<file path="src/rtl/dct_pkg.sv">
// Shared definitions for the 2D DCT datapath.
// Holds default widths, address-width derivation and the coefficient type.
package dct_pkg;

    localparam int DCT_DATA_W = 16;
    localparam int DCT_N      = 8;

    typedef logic [DCT_DATA_W-1:0] coef_t;

    // In-bank address width for an n x n block.
    function automatic int dct_addr_w(input int n);
        return 2 * $clog2(n);
    endfunction

endpackage

</file>
<file path="src/rtl/dct_transpose_buffer_sdp_ram.sv">
// Simple dual-port RAM with one write port and one registered read port.
// Ports: clk, wr_en/wr_addr/wr_data (write), rd_en/rd_addr/rd_data (read). No reset.
module sdp_ram #(
    parameter int WIDTH = 16,
    parameter int DEPTH = 128,
    parameter int AW    = $clog2(DEPTH)
) (
    input  logic             clk,
    input  logic             wr_en,
    input  logic [AW-1:0]    wr_addr,
    input  logic [WIDTH-1:0] wr_data,
    input  logic             rd_en,
    input  logic [AW-1:0]    rd_addr,
    output logic [WIDTH-1:0] rd_data
);

    logic [WIDTH-1:0] mem [DEPTH];

    always_ff @(posedge clk) begin
        if (wr_en) mem[wr_addr] <= wr_data;
        if (rd_en) rd_data <= mem[rd_addr];
    end

endmodule

</file>
<file path="src/rtl/dct_transpose_buffer.sv">
// Ping-pong transpose buffer: N x N blocks in row-major, out column-major.
// Ports: clk, rst; in_data/in_valid/in_ready; out_data/out_valid/out_ready/out_last.
module dct_transpose_buffer
    import dct_pkg::*;
#(
    parameter int DATA_W = DCT_DATA_W,
    parameter int N      = DCT_N
) (
    input  logic              clk,
    input  logic              rst,
    input  logic [DATA_W-1:0] in_data,
    input  logic              in_valid,
    output logic              in_ready,
    output logic [DATA_W-1:0] out_data,
    output logic              out_valid,
    input  logic              out_ready,
    output logic              out_last
);

    localparam int LOG2N  = $clog2(N);
    localparam int ADDR_W = dct_addr_w(N);
    localparam logic [ADDR_W-1:0] LAST = ADDR_W'(N * N - 1);

    logic              wb;
    logic              rb;
    logic [1:0]        full;
    logic [ADDR_W-1:0] wcnt;
    logic [ADDR_W-1:0] rcnt;
    logic              wr_en;
    logic              fetch;
    logic              loaded;
    logic [ADDR_W-1:0] raddr;
    logic [DATA_W-1:0] ram_q;

    assign in_ready = !full[wb];
    assign wr_en    = in_valid && in_ready;
    assign fetch    = full[rb] && (!out_valid || out_ready);

    // Swapped halves make the linear read counter walk down columns.
    assign raddr = {rcnt[LOG2N-1:0], rcnt[ADDR_W-1:LOG2N]};

    // The RAM read register is the output register; it has no reset,
    // so it is masked to zero until the first fetch after reset.
    assign out_data = loaded ? ram_q : '0;

    sdp_ram #(
        .WIDTH (DATA_W),
        .DEPTH (2 * N * N),
        .AW    (ADDR_W + 1)
    ) u_ram (
        .clk     (clk),
        .wr_en   (wr_en),
        .wr_addr ({wb, wcnt}),
        .wr_data (in_data),
        .rd_en   (fetch),
        .rd_addr ({rb, raddr}),
        .rd_data (ram_q)
    );

    // Set and clear of full[] always hit different banks in one cycle.
    always_ff @(posedge clk or posedge rst) begin
        if (rst) begin
            wb        <= 1'b0;
            rb        <= 1'b0;
            full      <= 2'b00;
            wcnt      <= '0;
            rcnt      <= '0;
            out_valid <= 1'b0;
            out_last  <= 1'b0;
            loaded    <= 1'b0;
        end else begin
            if (wr_en) begin
                wcnt <= wcnt + 1'b1;
                if (wcnt == LAST) begin
                    full[wb] <= 1'b1;
                    wb       <= ~wb;
                end
            end
            if (fetch) begin
                rcnt      <= rcnt + 1'b1;
                out_valid <= 1'b1;
                out_last  <= (rcnt == LAST);
                loaded    <= 1'b1;
                if (rcnt == LAST) begin
                    full[rb] <= 1'b0;
                    rb       <= ~rb;
                end
            end else if (out_ready) begin
                out_valid <= 1'b0;
                out_last  <= 1'b0;
            end
        end
    end

endmodule

</file>
<file path="config.mk">
export PLATFORM = sky130hd
export DESIGN_NAME = dct_transpose_buffer
export DESIGN_NICKNAME = d
export VERILOG_FILES = /design/src/rtl/dct_pkg.sv /design/src/rtl/dct_transpose_buffer_sdp_ram.sv /design/src/rtl/dct_transpose_buffer.sv
export SDC_FILE = /design/constraint.sdc
export NUM_CORES = 2
export LEC_CHECK = 0
export BUFFER_PORTS_ARGS = -buffer_cell sky130_fd_sc_hd__clkbuf_2
export CAP_MARGIN = 20
export CORE_MARGIN = 4
export CORE_UTILIZATION = 35
export CTS_BUF_LIST = sky130_fd_sc_hd__clkbuf_16
export DETAILED_ROUTE_END_ITERATION = 12
export GPL_ROUTABILITY_DRIVEN = 0
export PLACE_DENSITY = 0.59
export RECOVER_POWER = 25
export SYNTH_ARGS = -nofsm -noshare
export SYNTH_HDL_FRONTEND = slang
export SYNTH_SLANG_ARGS = --single-unit
</file>
<file path="constraint.sdc">
create_clock -name clk -period 4.6 [get_ports clk]
set_input_delay 0.92 -clock clk [delete_from_list [all_inputs] [get_ports clk]]
set_output_delay 0.92 -clock clk [all_outputs]
set_load 0.01 [all_outputs]
</file>
==> flow_metrics.py <==
metrics = {
    "synth": {
        "syn_area_um2": 80100,
        "synth.net_count": 3659,
        "synthCells": 3637,
        "ys_ff_latch": 2083,
        "synth.area.top_cells": "edfxtp_1 (77%), mux4_2 (13%), mux2i_1 (1.6%)",
        "syn_area_per_cell_um2": 22.0,
        "post-synth-top-count-cell": "edfxtp_1",
        "ys_types": 62,
        "synth_commonest_cells": "edfxtp_1 (2064), mux4_2 (464), nor2_1 (151)",
        "ys.flop_type": "edfxtp_1",
        "yosysWarnings": 0,
        "synth_edf_count": 2064,
        "yosysTopAreaCellShare": 0.774,
        "ys_seq_area_frac": 0.779,
        "synthArstFlopShare": 0.00912,
        "yosys.area.top_type": "edfxtp_1",
    },
    "clock_network": {
        "cts_tree": "done",
        "clock_sinks": 2083,
        "postCtsSetupRepairBufs": 0,
        "cts_hold_buf": 0,
        "cts_made_buffers": 208,
        "htreeDepth": 4,
        "clk_path_buf_depth": 3,
        "cts.clk_slew.worst_paths_ns": 0.06,
        "postCtsResizedCells": 0,
        "clkLatencyLatePin_ns": 0.85,
        "cts-root-buf": "clkbuf_16",
    },
    "flow_run": {
        "drv_cap": 17,
    },
    "worst_setup_path": {
        "cp_slowest_stage_delay_ns": 1.94,
        "critPathMaxFanout": 65,
        "critPathKind": "in -> reg",
        "arrival_ns": 4.34,
        "worstPathRequired_ns": 4.83,
        "crit_path_end_kind": "flop",
        "cp_num_buf_inv": 2,
        "slowest_stage": "dlymetal6s2s_1",
        "worstPathCellList": "clkbuf_1, dlymetal6s2s_1",
        "critical_path.top_delay_family": "buffers and inverters",
        "start_kind": "input port",
    },
    "floorplanning": {
        "start_util": 0.352,
        "die-height_um": 486,
        "die_x_um": 486,
        "dieArea_um2": 237000,
        "num_rows": 175,
        "core-area_um2": 227000,
        "ios": 39,
    },
    "timing": {
        "max_slew_margin": -1.82,
        "fin_skew_ns": 0.0672,
        "rsz0062_at_grt": "false",
        "setup_tns_ns": 0,
        "setup_viol": 0,
        "max_freq_mhz": 243,
        "maxSlewViolCount": 1156,
        "worstMarginPinSlew_ns": 4.23,
        "setup_ws_ns": 0.488,
        "hold_viol": 0,
        "period_share": 0.894,
        "period_minus_slack_ns": 4.11,
    },
    "status": {
        "violations": "max-capacitance violations, max-slew violations",
        "status": "finished, violations left",
    },
    "routing": {
        "routed_via_density": 5.55,
        "drt-initial-drc-count": 5236,
        "routedWlPerCell_um": 30.9,
        "dr_total_vias": 39600,
        "post-route-drc-count": 0,
        "wirelength_mm": 220,
        "drtPass1Iterations": 6,
        "antenna_left": 0,
    },
    "cells_and_area": {
        "area_growth_pct": 14.9,
        "layout.nets": 3973,
        "fin_cells": 7142,
        "drive_above_1_share": 0.274,
    },
    "power_and_ir_drop": {
        "ir_drop_uv": 411,
        "p_comb_frac": 0.064,
        "intPower_w": 0.0312,
        "switching_power_w": 0.00954,
        "leakage_nw": 27.7,
        "powerDensity_nw_per_um2": 443,
        "clkPwrFrac": 0.409,
        "p_sw_frac": 0.234,
        "power_frac_seq": 0.527,
    },
    "grt": {
        "grt_usage": 0.183,
        "grt_pass1_wl_mm": 310,
        "grt_pass1_vias": 39100,
        "grt_overflow": 0,
        "grt_max_degree": 103,
        "antenna_found_initial": 13,
    },
    "placed_design": {
        "dp_slack_ns": 0.543,
        "dp.cells": 6747,
        "portBuffers": 38,
        "hpwl_mm": 135,
    },
    "min_path": {
        "min_path_type": "in -> reg",
    },
}
-- registers in the layout, summed over array words and instances, names as in the netlist --
signal,count
u_ram.mem,2048
u_ram.rd_data,16
rcnt,6
wcnt,6
full,2
loaded,1
out_last,1
out_valid,1
rb,1
wb,1
-- final timing paths --
check                           start               end  slack [ns]  cells after the start
hold / removal              out_ready         out_valid        0.29                      2
hold reg to reg              out_last          out_last        0.54                      2
min in group asynchronous         rst         out_valid        0.30                      2
max in group asynchronous         rst           rcnt[0]        3.56                      2
setup / recovery           in_data[4]  u_ram.mem[60][4]        0.49                      2
setup reg to reg              rcnt[4]  u_ram.rd_data[9]        0.53                      7
-- layer usage --
layer	global-route usage	part of all wire
met2	0.293	0.48
met1	0.257	0.41
met4	0.0563	0.032
met3	0.0320	0.075
met5	0	0.00014
-- power groups by stage --
| stage | combinational (W) | sequential [W] | clock [W] |
|---|---|---|---|
| 3_5_place_dp | 0.00258 | 0.0218 | 0 |
| 6_report | 0.00261 | 0.0215 | 0.0167 |
| 4_1_cts | 0.00258 | 0.0214 | 0.0169 |
| 3_3_place_gp | 0.00254 | 0.0218 | 0 |
| 2_1_floorplan | 0.000988 | 0.0217 | 0 |
| 5_1_grt | 0.00267 | 0.0215 | 0.0178 |
-- through the flow --
stage / hold slack (ns) / total power (W) / utilization / cell area (um2)
final: 0.287 / 0.0408 / 0.405 / 92100
after global routing: 0.280 / 0.0419 / 0.405 / 92100
after CTS: 0.219 / 0.0410 / 0.405 / 92100
after detailed placement: 0.524 / 0.0244 / 0.375 / 85300
after global placement: 0.512 / 0.0244 / 0.375 / 85300
after floorplan: 0.491 / 0.0227 / - / 80100
-- layout by cell type, fill, tap and decap left out, drive strengths merged, types with 3 or more instances in the layout --
master,Yosys,layout
a211oi,19,19
bufinv,0,19
a22oi,90,90
nand2b,19,19
clkinvlp,0,5
clkinv,0,112
buf,137,272
or3b,3,3
a31oi,6,6
o22ai,61,61
nand3b,6,6
edfxtp,2064,2064
and2,19,19
mux4,470,470
o21ai,20,20
xor2,3,3
a2111oi,8,8
nor2b,28,28
nor3,18,18
mux2i,132,132
o211a,7,7
nor2,151,151
a22o,9,9
a21oi,63,63
clkbuf,71,249
or2,6,6
o32a,6,6
mux2,19,19
nand4,5,5
inv,4,50
or3,18,18
o211ai,20,20
a221oi,4,4
nor4,6,6
dfrtp,19,19
nand2,52,52
xnor2,9,9
a32oi,8,8
nand3,32,32
-- cell families (layout without fill, tap and decap cells) --
kind of cell / Yosys count / in the layout / synth area share
buffers and inverters: 213 / 708 / 0.0163
and+or+nand+nor: 372 / 372 / 0.0223
muxes: 621 / 621 / 0.152
other: 0 / 1 / 0
xor gates and xnor gates: 12 / 12 / 0.00131
AOI/OAI and AO/OA: 334 / 334 / 0.0287
adders and majority gates: 2 / 2 / 0.000312
DFF: 2083 / 2083 / 0.779
-- final cells by class --
| cell class | instances | area, um2 |
|---|---|---|
| tap | 3009 | 3760 |
| clock buffer | 209 | 5230 |
| inverter | 4 | 15.0 |
| multi-input combinational | 1341 | 16500 |
| sequential | 2083 | 62500 |
| timing repair buffer | 313 | 2560 |
| antenna | 1 | 2.50 |
| fill | 19700 | 135000 |
| clock inverter | 182 | 1520 |
Power figures use the tool's default switching activity.
